===== src/rtl/cu_pkg.sv =====
// Shared definitions for the hardwired control unit: opcodes, FSM states,
// instruction classes and the control-signal bundle driven into the datapath.
package cu_pkg;

   localparam int unsigned OP_W = 5;

   localparam logic [OP_W-1:0] OP_LDI  = 5'b00001;
   localparam logic [OP_W-1:0] OP_ADD  = 5'b00011;
   localparam logic [OP_W-1:0] OP_SUB  = 5'b00100;
   localparam logic [OP_W-1:0] OP_AND  = 5'b01001;
   localparam logic [OP_W-1:0] OP_OR   = 5'b01010;
   localparam logic [OP_W-1:0] OP_ADDI = 5'b01011;
   localparam logic [OP_W-1:0] OP_MUL  = 5'b01110;
   localparam logic [OP_W-1:0] OP_DIV  = 5'b01111;
   localparam logic [OP_W-1:0] OP_BR   = 5'b10010;
   localparam logic [OP_W-1:0] OP_IN   = 5'b10101;
   localparam logic [OP_W-1:0] OP_OUT  = 5'b10110;
   localparam logic [OP_W-1:0] OP_MFHI = 5'b10111;
   localparam logic [OP_W-1:0] OP_MFLO = 5'b11000;
   localparam logic [OP_W-1:0] OP_NOP  = 5'b11001;
   localparam logic [OP_W-1:0] OP_HALT = 5'b11010;

   typedef enum logic [3:0] {
      ST_RESET, ST_FETCH0, ST_FETCH1, ST_FETCH2,
      ST_T3, ST_T4, ST_T5, ST_T6, ST_HALT
   } state_e;

   typedef enum logic [3:0] {
      CL_ALU3, CL_ADDI, CL_LDI, CL_MULDIV, CL_MFHI, CL_MFLO,
      CL_IN, CL_OUT, CL_BR, CL_NOP, CL_HALT, CL_ILLEGAL
   } iclass_e;

   // Field order matches the top-level port concatenation, MSB first.
   typedef struct packed {
      logic pc_out, zlow_out, zhigh_out, mdr_out, c_out, in_port_out, lo_out, hi_out, ba_out, r_out;
      logic mar_in, pc_in, mdr_in, ir_in, y_in, inc_pc, hi_in, lo_in, c_in, in_in, out_in, z_in, con_in, r_in;
      logic gra, grb, grc, read, write;
      logic alu_add, alu_sub, alu_mul, alu_div, alu_and, alu_or;
   } ctrl_t;

endpackage


===== src/rtl/cu_opcode_decode.sv =====
// Combinational opcode -> instruction-class decode for the control unit.
module cu_opcode_decode
   import cu_pkg::*;
#(
   parameter int unsigned OPCODE_W = OP_W
) (
   input  logic [OPCODE_W-1:0] opcode,
   output iclass_e             iclass_c
);

   always_comb begin
      iclass_c = CL_ILLEGAL;
      case (opcode)
         OPCODE_W'(OP_ADD), OPCODE_W'(OP_SUB),
         OPCODE_W'(OP_AND), OPCODE_W'(OP_OR):   iclass_c = CL_ALU3;
         OPCODE_W'(OP_ADDI):                    iclass_c = CL_ADDI;
         OPCODE_W'(OP_LDI):                     iclass_c = CL_LDI;
         OPCODE_W'(OP_MUL), OPCODE_W'(OP_DIV):  iclass_c = CL_MULDIV;
         OPCODE_W'(OP_MFHI):                    iclass_c = CL_MFHI;
         OPCODE_W'(OP_MFLO):                    iclass_c = CL_MFLO;
         OPCODE_W'(OP_IN):                      iclass_c = CL_IN;
         OPCODE_W'(OP_OUT):                     iclass_c = CL_OUT;
         OPCODE_W'(OP_BR):                      iclass_c = CL_BR;
         OPCODE_W'(OP_NOP):                     iclass_c = CL_NOP;
         OPCODE_W'(OP_HALT):                    iclass_c = CL_HALT;
         default:                               iclass_c = CL_ILLEGAL;
      endcase
   end

endmodule


===== src/rtl/control_unit.sv =====
// Hardwired Moore sequencer driving the datapath control lines (fetch + per-opcode execute).
// Optional CU_STOP_PIN_EN adds a stop input that diverts the end of an instruction into HALT.
module control_unit
   import cu_pkg::*;
#(
   parameter int unsigned IR_W            = 32,
   parameter int unsigned OPCODE_W        = 5,
   parameter bit          HALT_ON_ILLEGAL = 1'b0
) (
   input  logic            clk,
   input  logic            clr,
   input  logic [IR_W-1:0] ir,
   input  logic            con_ff,
`ifdef CU_STOP_PIN_EN
   input  logic            stop,
`endif
   output logic            run,
   output logic            PCout, Zlowout, Zhighout, MDRout, Cout, IN_Portout, LOout, HIout, BAout, Rout,
   output logic            MARIn, PCIn, MDRIn, IRIn, YIn, IncPC, HiIn, LoIn, CIn, InIn, OutIn, ZIn, CONIn, RIn,
   output logic            Gra, Grb, Grc, read, write,
   output logic            add, subtract, multiply, divide, andSignal, orSignal
);

   state_e              state_q, state_nxt;
   logic [OPCODE_W-1:0] op_q;
   iclass_e             iclass;
   ctrl_t               ctrl;
   logic                last_step;
   logic                stop_req;
   logic                unused_ir_low;

`ifdef CU_STOP_PIN_EN
   assign stop_req = stop;
`else
   assign stop_req = 1'b0;
`endif

   // Operand/immediate fields are consumed by the datapath, not here.
   assign unused_ir_low = ^ir[IR_W-OPCODE_W-1:0];

   cu_opcode_decode #(.OPCODE_W(OPCODE_W)) u_decode (
      .opcode   (op_q),
      .iclass_c (iclass)
   );

   // State register; opcode captured on the FETCH2 -> T3 edge.
   always_ff @(posedge clk or negedge clr) begin
      if (!clr) begin
         state_q <= ST_RESET;
         op_q    <= '0;
      end else begin
         state_q <= state_nxt;
         if (state_q == ST_FETCH2) op_q <= ir[IR_W-1 -: OPCODE_W];
      end
   end

   always_comb begin
      state_nxt = state_q;
      ctrl      = '0;
      last_step = 1'b0;
      run       = (state_q != ST_RESET) && (state_q != ST_HALT);
      case (state_q)
         ST_RESET:  state_nxt = ST_FETCH0;
         ST_FETCH0: begin
            ctrl.pc_out = 1'b1; ctrl.mar_in = 1'b1; ctrl.inc_pc = 1'b1; ctrl.z_in = 1'b1;
            state_nxt = ST_FETCH1;
         end
         ST_FETCH1: begin
            ctrl.zlow_out = 1'b1; ctrl.pc_in = 1'b1; ctrl.read = 1'b1; ctrl.mdr_in = 1'b1;
            state_nxt = ST_FETCH2;
         end
         ST_FETCH2: begin
            ctrl.mdr_out = 1'b1; ctrl.ir_in = 1'b1;
            state_nxt = ST_T3;
         end
         ST_T3: begin
            state_nxt = ST_T4;
            case (iclass)
               CL_ALU3, CL_ADDI: begin ctrl.grb = 1'b1; ctrl.r_out = 1'b1; ctrl.y_in = 1'b1; end
               CL_LDI:    begin ctrl.grb = 1'b1; ctrl.ba_out = 1'b1; ctrl.y_in = 1'b1; end
               CL_MULDIV: begin ctrl.gra = 1'b1; ctrl.r_out = 1'b1; ctrl.y_in = 1'b1; end
               CL_MFHI:   begin ctrl.gra = 1'b1; ctrl.r_in = 1'b1; ctrl.hi_out = 1'b1; last_step = 1'b1; end
               CL_MFLO:   begin ctrl.gra = 1'b1; ctrl.r_in = 1'b1; ctrl.lo_out = 1'b1; last_step = 1'b1; end
               CL_IN:     begin ctrl.gra = 1'b1; ctrl.r_in = 1'b1; ctrl.in_port_out = 1'b1; last_step = 1'b1; end
               CL_OUT:    begin ctrl.gra = 1'b1; ctrl.r_out = 1'b1; ctrl.out_in = 1'b1; last_step = 1'b1; end
               CL_BR:     begin ctrl.gra = 1'b1; ctrl.r_out = 1'b1; ctrl.con_in = 1'b1; end
               CL_HALT:   state_nxt = ST_HALT;
               CL_ILLEGAL: begin
                  if (HALT_ON_ILLEGAL) state_nxt = ST_HALT;
                  else                 last_step = 1'b1;
               end
               default:   last_step = 1'b1;
            endcase
         end
         ST_T4: begin
            state_nxt = ST_T5;
            case (iclass)
               CL_ALU3: begin
                  ctrl.grc = 1'b1; ctrl.r_out = 1'b1; ctrl.z_in = 1'b1;
                  ctrl.alu_add = (op_q == OPCODE_W'(OP_ADD));
                  ctrl.alu_sub = (op_q == OPCODE_W'(OP_SUB));
                  ctrl.alu_and = (op_q == OPCODE_W'(OP_AND));
                  ctrl.alu_or  = (op_q == OPCODE_W'(OP_OR));
               end
               CL_ADDI, CL_LDI: begin ctrl.c_out = 1'b1; ctrl.alu_add = 1'b1; ctrl.z_in = 1'b1; end
               CL_MULDIV: begin
                  ctrl.grb = 1'b1; ctrl.r_out = 1'b1; ctrl.z_in = 1'b1;
                  ctrl.alu_mul = (op_q == OPCODE_W'(OP_MUL));
                  ctrl.alu_div = (op_q == OPCODE_W'(OP_DIV));
               end
               CL_BR:   begin ctrl.pc_out = 1'b1; ctrl.y_in = 1'b1; end
               default: last_step = 1'b1;
            endcase
         end
         ST_T5: begin
            state_nxt = ST_T6;
            case (iclass)
               CL_ALU3, CL_ADDI, CL_LDI: begin
                  ctrl.zlow_out = 1'b1; ctrl.gra = 1'b1; ctrl.r_in = 1'b1; last_step = 1'b1;
               end
               CL_MULDIV: begin ctrl.zlow_out = 1'b1; ctrl.lo_in = 1'b1; end
               CL_BR:     begin ctrl.c_out = 1'b1; ctrl.alu_add = 1'b1; ctrl.z_in = 1'b1; end
               default:   last_step = 1'b1;
            endcase
         end
         ST_T6: begin
            last_step = 1'b1;
            case (iclass)
               CL_MULDIV: begin ctrl.zhigh_out = 1'b1; ctrl.hi_in = 1'b1; end
               CL_BR:     begin ctrl.zlow_out = 1'b1; ctrl.pc_in = con_ff; end
               default:   ;
            endcase
         end
         ST_HALT:   state_nxt = ST_HALT;
         default:   state_nxt = ST_RESET;
      endcase
      if (last_step) state_nxt = stop_req ? ST_HALT : ST_FETCH0;
   end

   assign {PCout, Zlowout, Zhighout, MDRout, Cout, IN_Portout, LOout, HIout, BAout, Rout,
           MARIn, PCIn, MDRIn, IRIn, YIn, IncPC, HiIn, LoIn, CIn, InIn, OutIn, ZIn, CONIn, RIn,
           Gra, Grb, Grc, read, write,
           add, subtract, multiply, divide, andSignal, orSignal} = ctrl;

endmodule


===== config.mk =====
export PLATFORM = sky130hd
export DESIGN_NAME = control_unit
export DESIGN_NICKNAME = d
export VERILOG_FILES = /design/src/rtl/cu_pkg.sv /design/src/rtl/cu_opcode_decode.sv /design/src/rtl/control_unit.sv
export SDC_FILE = /design/constraint.sdc
export NUM_CORES = 1
export LEC_CHECK = 0
export CORE_ASPECT_RATIO = 0.75
export CORE_MARGIN = 3
export CORE_UTILIZATION = 39
export DETAILED_ROUTE_END_ITERATION = 10
export PLACE_DENSITY = 0.9
export SLEW_MARGIN = 20
export SYNTH_ARGS = -nofsm -noshare
export SYNTH_HDL_FRONTEND = slang
export SYNTH_SLANG_ARGS = --single-unit

===== constraint.sdc =====
create_clock -name clk -period 2.89 [get_ports clk]
set_clock_uncertainty 0.05 [all_clocks]
set_input_delay 0.4335 -clock clk [delete_from_list [all_inputs] [get_ports clk]]
set_output_delay 0.4335 -clock clk [all_outputs]
set_load 0.005 [all_outputs]

==> qor.txt, run 1 <==
overflow left after global routing = 0
Num CTS Buffers = 3
Pleak = 1.11 nW
maxcap violations = 0
Net Switching = 1.58 mW
combinational power share = 87.9%
number of synthesized register bits = 9
failing checks = setup timing
Synth async-reset ratio = 100%
most common cell in the netlist = nand2_1
largest family of logic cells by synthesized area = simple AND/OR/NAND/NOR gates
CTS tree = done
vias per inst = 5.75
Compound-Gate Fraction of Synth Area = 20.3%
final period utilization = 104%
worst-path cell chain = inv_2 > ha_4 > or2b_1 > a32oi_4 > nand3_4 > or2_4 > or3_4 > buf_6 > nor3_2 > buf_2
Placer Congestion = 0.950
total die area = 4020 µm²
via count = 1,697
placed cell areas = 1910 µm²
GRT Total Usage = 20.3%
Top Family by Delay on Critical Path = simple AND/OR/NAND/NOR gates
Synth top area share = 17.6%
CP max stage cell = dfrtp_1
first-pass GRT wire length = 6670 µm
Synth cell types = 53
ANT nets after route = 0
most area-consuming cells after synthesis = dfrtp_1 18%, ha_1 5.9%, mux2i_1 5.5%
IO Pins = 71
fmax = 332 MHz
CP Class = flop to output pin
startpoint types = flop
min cycle time layout = 3020 ps
Seq pwr share = 8.0%
synthesized-area fraction occupied by adder cells = 5.86%
Final nets = 299
Most used DFF post-synth = dfrtp_1
CTS Sinks = 9
pwr dens = 1460 nW/µm²
DRC viols = 0
placed cells = 262
CP arrival = 2530 ps
Ant. Diodes = 0
Hold Crit Class = primary input to asynchronous set/reset pin
Final WS setup = -126 ps
Synth Cell Area = 1280 µm²
post-synthesis mux area share = 8.11%
crit path max fanout = 4
port bufs = 40
Hold Fails Final Rpt = 0
Layout Cells excl Fill = 295
largest net degree at the start of global routing = 12
die span in y = 55.6 µm
pre-CTS WS = -181 ps
CP endpoint kind = output pin
status = finished with violations
RSZ-0062 raised after global routing = yes
Max Root-Sink Buffers = 2
htree depth = 1
fraction of the yosys area taken by sequential cells = 17.6%
antenna violations before repair = 0
Clock Latency Late Sink = 230 ps
hold buffer count at CTS = 0
Detailed Route Iter0 Violations = 76
Site Rows = 17
drt first pass iters = 4
CP max stage delay = 370 ps
number of synthesized flops with an enable pin = 0
vias in the first global route = 1,468
drt wl/cell = 17.2 µm
critical path depth = 10
Sw Ratio = 45.2%
critical path data required time = 2410 ps
setup violators final = 9
final hold slack = 449 ps
Post-Synth Simple-Gate Area = 38.4%
area leader, netlist = dfrtp_1
core area = 3040 µm²
Synthesis Warnings = 0
Post-Synth XOR/XNOR Area = 0%
drt total wl = 5080 µm
Cells after Synth = 161
total power = 3.49 mW
layout cells sized above 1 = 53.7%
WP buf/inv = 3
Starting Density = 42.1%
worst r2r path cells = 11
Syn Area/Cell = 7.96 µm²
Power Internal = 1.91 mW
DP Wirelength = 2980 µm
Clk pwr share = 4.1%
CTS Root Cell = clkbuf_8
area grow syn2layout = 86.5%
clk slew on worst S/H paths = 40 ps
worst vdd ir = 0.000695 V
Post-synth top cells = 13 x nand2_1, 12 x nor2_1, 9 x buf_4, 9 x dfrtp_1
Die X = 72.2 µm
Slew Limit Fails = 0
Non-Filler Cell Area, Final = 2390 µm²
-- cell type report --
class                   instances  area, µm²
inverters                       6       22.5
clock buffers                   4       45.0
repair buffers                105        856
flip-flops and latches          9        226
multi-input cells             133       1190
fillers                       184        652
well taps                      38       47.5
-- registers in the layout (all words and copies together), names as in the netlist --
signal	flops
op_q	5
state_q	4
-- worst register-to-register path, stage by stage (launching register included) --
cell	delay, ps
dfrtp_1	370
inv_2	100
ha_4	270
nand2_2	40
and3b_2	220
buf_4	140
o31ai_4	340
buf_4	170
buf_6	100
mux2i_1	330
a21oi_1	120
or3_1	410
-- per-stage QoR --
stage,TNS (ps),utilization (%)
4_1_cts,-359,71.8
5_1_grt,-2100,78.6
3_5_place_dp,-1060,62.7
3_3_place_gp,-781,62.7
2_1_floorplan,0,-
6_report,-584,78.6
-- cells in the final DEF (no fill, tap or decap), drive strengths merged, types with 2 or more instances in the layout --
master and n:
inv 6, or3 4, dfrtp 9, nor4 2
a21oi 6, ha 6, nand4 3, and2 3
nor3 8, nor2b 6, a22oi 2, nand3b 6
mux2i 7, clkdlybuf4s50 14, dlymetal6s2s 2, nand2b 4
nor2 14, and3 2, nand2 13, conb 3
buf 74, or2 2, dlygate4sd2 6, nand3 9
and3b 2, mux2 3, clkbuf 12, o221ai 2
o21ai 8
-- power by group through the flow --
stage	clock (mW)	sequential (mW)	combinational, mW
global placement	0	0.266	1.91
detailed placement	0	0.272	1.98
finish	0.143	0.280	3.06
global route	0.157	0.292	3.23
floorplan	0	0.224	1.18
CTS	0.149	0.273	2.44
-- routing by layer --
layer | share of wire, % | GRT usage [%] | wire, µm
met4 | 2.5 | 6.70 | 127
met3 | 7.2 | 2.71 | 364
met1 | 42 | 26.7 | 2110
met2 | 49 | 33.7 | 2480
met5 | 0 | 0 | 0
-- final timing paths --
check                         from         end  slack (ps)
setup / recovery           op_q[0]    subtract        -130
hold / removal                 clr     op_q[2]         450
setup reg to reg           op_q[0]  state_q[0]         110
hold reg to reg            op_q[4]     op_q[4]         610
max in group asynchronous      clr     op_q[3]        2030
min in group clk           op_q[4]     op_q[4]         610
-- logic make-up (layout without fill, tap and decap cells) --
family | count (synthesis) | after routing
AOI/OAI and AO/OA | 32 | 32
adders and majority gates | 6 | 6
buffers and inverters | 21 | 115
DFF | 9 | 9
muxes | 10 | 10
other | 1 | 3
and+or+nand+nor | 82 | 82
-- timing repair --
action                     in CTS  in global routing
hold endpoints to repair        0                  0
setup buffers                  18                 11
gates resized for setup        74                 65
cloned                          0                  0
setup endpoints to repair      26                 21
pin swaps                      12                 16
Power figures use the tool's default switching activity.
==> run 2: changes to the inputs <==
- CORE_UTILIZATION: 39 -> 60
- DONT_BUFFER_PORTS: unset -> 1
- PLACE_DENSITY: 0.9 -> 0.85
==> run 2 against run 1 <==
- the run now ends clean
- fmax grew 5.9%
- clock power shrank 36%
- sequential power grew 20%
- utilization grew 4.1 points
- sequential share of layout area grew 5.3 points
- register-to-register slack gained 190 ps
- cell area shrank 35%
- global-route usage grew 4.9 points
- via count shrank 19%
- non-clock buffer count shrank 80
- cell count shrank 33%
- critical path type unchanged
- critical endpoint is now andSignal
- largest cell class unchanged
==> qor.txt, run 2 (synthesis gave the netlist of run 1 again) <==
largest net degree at the start of global routing = 18
DRC viols = 0
fin util = 82.7%
total power = 2.30 mW
placed cells = 177
drt wl/cell = 19.1 µm
Non-Filler Cell Area, Final = 1550 µm²
biggest regs = op_q x5, state_q x4
maxcap violations = 0
CTS Sinks = 9
vias in the first global route = 1,110
Site Rows = 13
placed cell areas = 1270 µm²
IO Pins = 71
clk slew on worst S/H paths = 60 ps
crit path max fanout = 5
antenna violations before repair = 0
die span in y = 46.0 µm
drt first pass iters = 5
CP endpoint kind = output pin
worst vdd ir = 0.00107 V
CTS tree = done
overflow left after global routing = 0
most common cell after layout, fill and taps aside = buf_4
CP arrival = 2360 ps
GRT Total Usage = 25.2%
startpoint types = flop
most frequent cells in the layout = 24 x buf_4, 12 x nand2_1, 11 x nor2_1
DP Wirelength = 2440 µm
Clock Latency Late Sink = 250 ps
port bufs = 0
ANT nets after route = 0
setup violators final = 0
layout cells sized above 1 = 36.2%
via count = 1,376
fmax = 351 MHz
Final TNS setup = 0 ps
min cycle time layout = 2850 ps
pre-CTS WS = 104 ps
vias per inst = 6.91
final period utilization = 98.6%
critical path data required time = 2410 ps
Starting Density = 68.5%
Final nets = 219
Die X = 59.4 µm
CTS Root Cell = clkbuf_4
Hold Crit Class = primary input to flop
core area = 1870 µm²
total die area = 2730 µm²
htree depth = 1
status = finished clean
Max Root-Sink Buffers = 2
max reg flops = 5
Pleak = 0.640 nW
Ant. Diodes = 0
Placer Congestion = 0.893
Slew Limit Fails = 0
Top reg by flops = op_q
drt total wl = 3810 µm
first-pass GRT wire length = 5230 µm
final hold slack = 250 ps
Detailed Route Iter0 Violations = 123
Final WS setup = 41.9 ps
R2R Setup Slk = 300 ps
Hold Fails Final Rpt = 0
Layout Cells excl Fill = 199
CP Class = flop to output pin
pwr dens = 1490 nW/µm²
Num CTS Buffers = 3
area grow syn2layout = 20.7%
[run 2: cell types whose count changed in the layout (fill, tap and decap cells not counted), moves of 6 or more]
cell             delta
buf_2               -8
buf_4              -28
buf_6              -14
clkbuf_2            -8
clkdlybuf4s50_1    -14
dlygate4sd2_1       -6
[run 2: critical path, cell delays in order (launching register included)]
cell and delay, ps:
dfrtp_1 400, inv_4 80, ha_4 260, nand2_1 40
and3b_1 210, o31a_1 340, buf_4 180, or3_4 420
nor3_4 180
[run 2: final cells by class]
class,count,area (µm²)
clock buffers,4,26.3
flip-flops and latches,9,229
repair buffers,25,190
fillers,114,324
well taps,22,27.5
multi-input cells,133,1050
inverters,6,25.0
[run 2: power breakdown]
group	switching (mW)	total (mW)	leakage (nW)	internal [mW]
clock network	0.0382	0.0910	0.0150	0.0528
logic	1.05	1.87	0.519	0.826
registers	0.147	0.336	0.106	0.190
total	1.23	2.30	0.640	1.07
[run 2: metal layers]
metal  global-route usage [%]  part of all wire [%]  wire length [µm]  vias to the layer above
li1                         -                     -                 -                      612
met1                     35.0                    40              1520                      649
met2                     39.2                    46              1740                       98
met3                     4.25                    11               415                       17
met4                     9.05                   3.6               138                        0
met5                        0                     0                 0                        -
[run 2: final timing paths]
| path | to | cells after the start | from |
|---|---|---|---|
| worst max-delay path | andSignal | 8 | op_q[0] |
| max in group asynchronous | op_q[2] | 1 | clr |
| worst min-delay path | op_q[1] | 2 | ir[28] |
| worst min register to register | op_q[1] | 2 | op_q[1] |
| min in group asynchronous | op_q[0] | 1 | clr |
| worst max register to register | state_q[0] | 9 | op_q[0] |
[run 2: timing repair]
| action | 4_1_cts | 5_1_grt |
|---|---|---|
| hold buffers | 1 | 0 |
| setup endpoints to repair | 16 | 17 |
| pin swaps | 2 | 5 |
| setup buffers | 3 | 14 |
| endpoints found under the hold margin | 9 | 0 |
| resized for setup | 8 | 19 |
==> RTL edit 1: new RTL, settings of run 2 <==
Set the parameter `OPCODE_W` to 10 (it was 5).
--- a/src/rtl/control_unit.sv
+++ b/src/rtl/control_unit.sv
@@ -6,3 +6,3 @@
    parameter int unsigned IR_W            = 32,
-   parameter int unsigned OPCODE_W        = 5,
+   parameter int unsigned OPCODE_W        = 10,
    parameter bit          HALT_ON_ILLEGAL = 1'b0
Check against the original RTL: not equivalent (Yosys sat finds a counterexample within 10 cycles, from zero or initial values).
==> RTL edit 1 against run 2 <==
Cell area is 9.8% higher; area after synthesis up 20%; clock power rose by 14%; setup slack gained 33 ps; final cell count rose by 10%; power decreased by 21%; non-clock buffer count down 12; sequential cell count rose by 5; critical path depth did not move; fmax is 1.2% higher; routed wire length shrank 1.5%; sequential share of layout area rose by 6.0 points.
==> RTL edit 1: results (changes against run 2) <==
CTS
  – Number of buffers added by the clock tree synthesis step: 3 (unchanged)
  – Clk slew on worst S/H paths: 80 ps (+20 ps)
  – H-tree lvl count: 1 (unchanged)
  – Deepest clock path buffer count: 2 (unchanged)
  – Root buffer selected by CTS: sky130_fd_sc_hd__clkbuf_4
  – Clock latency reported for the late side of the worst-skew pair: 270 ps (+20 ps)

Synthesis
  – Register area share after synthesis: 22.8% (+5.2 points)
  – Mean post-synth cell area: 8.36 um2 (+5.0%)
  – Number of synthesized flops with an enable pin: 0 (unchanged)
  – Distinct cells, synth: 62 (+17%)
  – Count of synthesis-stage warnings from yosys: 0 (unchanged)
  – Top flip-flop cell by instance count after synthesis: sky130_fd_sc_hd__dfrtp_1
  – Fraction of registers with async set/reset: 100% (unchanged)
  – Post-synth top cells: sky130_fd_sc_hd__nor2_1 (15), sky130_fd_sc_hd__dfrtp_1 (14), sky130_fd_sc_hd__nand2_1 (14)
  – Most area-consuming cells after synthesis: sky130_fd_sc_hd__dfrtp_1 (23%), sky130_fd_sc_hd__mux2_2 (5.9%), sky130_fd_sc_hd__ha_1 (4.9%)

Setup path
  – Largest stage delay, worst path: 420 ps (about the same)
  – Kind of cell with the highest combined delay on the critical path: simple AND/OR/NAND/NOR gates
  – Crit Path Max Fanout: 6 (+1)
  – CP max stage cell: sky130_fd_sc_hd__dfrtp_1
  – Arrival time at the worst endpoint: 2330 ps (-30 ps)

GRT
  – Number of antenna violations at the first check in global routing: 0 (unchanged)
  – Vias in the first global route: 1325 (+19%)
  – Maximum number of pins on one net before global-route repair: 18 (unchanged)
  – Overall Global Routing Usage: 22.9% (-2.3 points)
  – Total grt overflow: 0 (unchanged)
  – Global-route wire length before repair: 5.96 mm (+14%)

Routing
  – Wirelength per Cell: 17.1 um (-10%)
  – Via density per instance: 6.50 (-6.0%)
  – Wire length reported by the detailed router: 3.75 mm (-1.5%)
  – 1st-iter DRT viols: 146 (+19%)
  – Iteration count of the initial detailed-routing pass: 5 (unchanged)

Power
  – Internal power contribution: 859 uW (-20%)
  – Worst ir drop on vdd: 0.000739 V (-31%)
  – Static leakage power: 0.000652 uW (+1.9%)
  – Post-route total power: 1820 uW (-21%)
  – Part of the total power dissipated in combinational logic: 67.0% (-14 points)
  – Clk network pwr share: 5.7% (+1.7 points)

Placed design
  – Instance area at placement: 1520 um2 (+20%)
  – Worst Setup Slack post-DPL: 144 ps (+39.8 ps)
  – Post-Place Cells: 209 (+18%)
  – HPWL after detailed placement: 2.67 mm (+9.2%)
  – RePlAce Congestion: 0.937 (+5.0%)
  – Number of buffers added on ports: 0 (unchanged)

Final layout
  – Largest regs: op_q: 10 flops, state_q: 4 flops
  – Final layout net count: 228 (+4.1%)
  – Fraction of layout cells with a size suffix above 1: 32.4% (-3.7 points)
  – Antenna Cells: 0 (unchanged)

Status
  – Outcome: completed

Job
  – Number of max-cap violations: 0 (unchanged)

STA
  – Headroom to the max-slew limit: 58.7%

Worst hold path
  – Hold Path Class: in -> reg
RTL edit 1: cells by family (layout without fill, tap and decap cells):
| family | count (synthesis) | count (layout) | share of synthesized area, % |
|---|---|---|---|
| and+or+nand+nor | 92 | 92 | 36.0 |
| AOI/OAI and AO/OA | 36 | 36 | 19.3 |
| buffers and inverters | 24 | 23 | 9.11 |
| DFF | 14 | 14 | 22.8 |
| muxes | 10 | 10 | 7.16 |
| adders and majority gates | 6 | 6 | 4.88 |
| other | 1 | 3 | 0.244 |
| xor gates and xnor gates | 1 | 1 | 0.570 |
RTL edit 1: final cells by class:
type	instances	area, um2
clock buffers	3	22.5
inverters	7	31.3
flip-flops and latches	14	353
multi-input cells	148	1150
well taps	34	42.5
fillers	189	667
repair buffers	13	100
RTL edit 1: timing repair:
action	in CTS	in global routing
endpoints found under the setup margin	15	19
pin swaps	0	7
buffers inserted	0	6
endpoints found under the hold margin	14	0
gates cloned	0	0
gates resized for setup	6	19
hold buffers	1	0
RTL edit 1: per-layer routing:
layer  vias to the layer above  part of all wire (%)  GRT usage, %  routed length (um)
met3                        12                    10          5.47                 392
met1                       661                    43          31.5                1610
met4                         0                   2.4          7.02                  90
met5                         -                     0             0                   0
li1                        666                     -             -                   -
met2                        85                    44          35.6                1650
RTL edit 1: path summary, 6_finish.rpt:
kind | cells past startpoint | end | slack (ps) | from
worst max-delay path | 8 | HiIn | 80 | op_q[0]
worst min-delay path | 2 | op_q[2] | 240 | ir[24]
worst max register to register | 8 | state_q[3] | 560 | op_q[0]
worst min register to register | 1 | op_q[6] | 460 | op_q[6]
max in group asynchronous | 1 | op_q[3] | 1800 | clr
min in group asynchronous | 1 | op_q[9] | 560 | clr
==> RTL edit 2: new RTL, flow settings as in run 2 <==
Made on the original files. Re-encode `state_e` (9 states) as Gray code, 4 bits wide.
--- a/src/rtl/cu_pkg.sv
+++ b/src/rtl/cu_pkg.sv
@@ -23,4 +23,4 @@
    typedef enum logic [3:0] {
-      ST_RESET, ST_FETCH0, ST_FETCH1, ST_FETCH2,
-      ST_T3, ST_T4, ST_T5, ST_T6, ST_HALT
+      ST_RESET = 4'b0000, ST_FETCH0 = 4'b0001, ST_FETCH1 = 4'b0011, ST_FETCH2 = 4'b0010,
+      ST_T3 = 4'b0110, ST_T4 = 4'b0111, ST_T5 = 4'b0101, ST_T6 = 4'b0100, ST_HALT = 4'b1100
    } state_e;
Function: no difference found for any inputs over 10 cycles, from zero or initial values; not proved beyond that.
==> RTL edit 2 against run 2 <==
Routed wire length is 32% lower; cell area is 18% lower; power is 28% lower; count of clock-buffer cells in the layout stayed put; clock power is 2% higher; setup slack better by 41 ps; area after synthesis is 9.0% lower; sequential cell count stayed put; critical path type unchanged.
==> RTL edit 2: results (changes against run 2) <==
Routing
  – 1st-iter DRT viols: 66 (-46%)
  – Via density per instance: 6.30 (-8.9%)
  – Iteration count of the initial detailed-routing pass: 4 (-1)
  – Wirelength per Cell: 14.7 um (-23%)

GRT
  – Global-route wire length before repair: 3.95 mm (-24%)
  – Maximum number of pins on one net before global-route repair: 17 (-1)
  – Overall Global Routing Usage: 19.3% (-5.9 points)
  – Vias in the first global route: 899 (-19%)

Final layout
  – Fraction of layout cells with a size suffix above 1: 25.5% (-11 points)
  – Antenna Cells: 0 (unchanged)
  – Final layout net count: 195 (-11%)
  – Fill cells: 146 (+28%)
  – Post-route non-filler standard cell count: 175 (-12%)

Status
  – Outcome: completed

Synthesis
  – Most area-consuming cells after synthesis: sky130_fd_sc_hd__dfrtp_1 (19%), sky130_fd_sc_hd__nand2b_1 (8.0%), sky130_fd_sc_hd__ha_1 (6.4%)
  – Top flip-flop cell by instance count after synthesis: sky130_fd_sc_hd__dfrtp_1
  – Post-synth top cells: sky130_fd_sc_hd__nand2b_1 (15), sky130_fd_sc_hd__nor2_1 (15), sky130_fd_sc_hd__nand2_1 (11)
  – Register area share after synthesis: 19.3% (+1.7 points)
  – Distinct cells, synth: 47 (-11%)
  – Mean post-synth cell area: 7.62 um2 (-4.2%)

Setup path
  – Largest stage delay, worst path: 400 ps (-20 ps)
  – Crit Reg-Reg Endpoint: state_q[0]
  – Arrival time at the worst endpoint: 2320 ps (-40 ps)
  – CP max stage cell: sky130_fd_sc_hd__dfrtp_1
  – Number of cells on the worst reg-to-reg path: 8 (-1)
  – Worst reg2reg setup slack: 510 ps (+210 ps)
  – Kind of cell with the highest combined delay on the critical path: simple AND/OR/NAND/NOR gates
  – Source of the worst register-to-register timing path: op_q[0]
  – Crit Path Max Fanout: 5 (unchanged)

Placed design
  – RePlAce Congestion: 0.902 (+1.0%)
  – Number of buffers added on ports: 0 (unchanged)
  – Post-Place Cells: 166 (-6.2%)
  – HPWL after detailed placement: 1.93 mm (-21%)
  – Worst Setup Slack post-DPL: 109 ps (+4.18 ps)

Power
  – Worst ir drop on vdd: 0.000765 V (-28%)
  – Static leakage power: 0.000548 uW (-14%)

Worst hold path
  – Endpoint of the worst hold path: op_q[1]
  – Hold Path Class: in -> reg

CTS
  – Clock latency reported for the late side of the worst-skew pair: 250 ps (about the same)
  – Deepest clock path buffer count: 2 (unchanged)
  – Clk slew on worst S/H paths: 60 ps (about the same)
  – H-tree lvl count: 1 (unchanged)
-- RTL edit 2: changes by cell type in the layout (fill, tap and decap cells not counted), moves of 3 or more --
cell                       delta
sky130_fd_sc_hd__buf_4       -16
sky130_fd_sc_hd__nand2b_1    +11
sky130_fd_sc_hd__nor3_1       +7
sky130_fd_sc_hd__o21ai_0      -5
sky130_fd_sc_hd__mux2i_1      -4
sky130_fd_sc_hd__a21o_1       +3
sky130_fd_sc_hd__and3_1       +3
sky130_fd_sc_hd__nand3_1      -3
sky130_fd_sc_hd__nand4_1      -3
sky130_fd_sc_hd__nor2_1       +3
sky130_fd_sc_hd__nor3_2       -3
-- RTL edit 2: layout make-up --
cell class,count,area share [%]
Clock buffer,4,2.06
Inverter,6,1.97
Multi-Input combinational cell,125,70.4
Sequential cell,9,17.9
Tap cell,22,2.16
Timing Repair Buffer,9,5.51
-- RTL edit 2: timing repair --
action / in CTS / in global routing
hold buffers: 1 / 0
hold endpoints to repair: 9 / 0
buffers inserted: 1 / 3
gates resized for setup: 3 / 17
endpoints found under the setup margin: 12 / 14
pin swaps: 0 / 2
-- RTL edit 2: worst max-delay path by stage --
stage,end,slack (ps),depth (start not counted),start
2_1_floorplan,PCout,330,8,op_q[0]
3_3_place_gp,add,140,8,op_q[0]
3_5_place_dp,add,110,8,op_q[0]
4_1_cts,PCout,20,8,op_q[0]
5_1_grt,PCout,-40,8,op_q[0]
6_report,PCout,80,8,op_q[0]
-- RTL edit 2: stage by stage --
stage / total power [uW] / instance area, um2 / utilization [%] / hold WS (ps) / setup TNS, ps
2_1_floorplan: 1220 / 1170 / - / 87.9 / 0
3_3_place_gp: 1350 / 1140 / 63.6 / 88.2 / 0
3_5_place_dp: 1390 / 1140 / 63.6 / 88.2 / 0
4_1_cts: 1510 / 1190 / 66.4 / 238 / 0
5_1_grt: 1830 / 1270 / 71.1 / 241 / -84.6
6_report: 1670 / 1270 / 71.1 / 251 / 0
-- RTL edit 2: cells by family (layout without fill, tap and decap cells) --
kind of cell    Yosys count  in the layout  synth area share, %
simple gates             82             82                 38.9
mux                       6              6                 5.58
other cells               1              3                0.322
compound gates           27             27                 18.7
buf+inv                  21             19                 9.98
fa+ha+maj                 6              6                 6.44
xor+xnor                  1              1                0.751
flops                     9              9                 19.3
-- RTL edit 2: routing by layer --
metal	wire [um]	global-route usage, %	vias to the layer above
li1	-	-	542
met1	1200	27.1	521
met2	1180	31.4	39
met3	194	2.33	0
met4	0	5.56	0
met5	0	0	-
-- RTL edit 2: where the power goes --
part           switching [uW]  leakage [uW]  internal [uW]
logic                     680      0.000426            558
registers                 146      0.000107            190
clock network            39.6     0.0000150           52.9
total                     865      0.000548            800
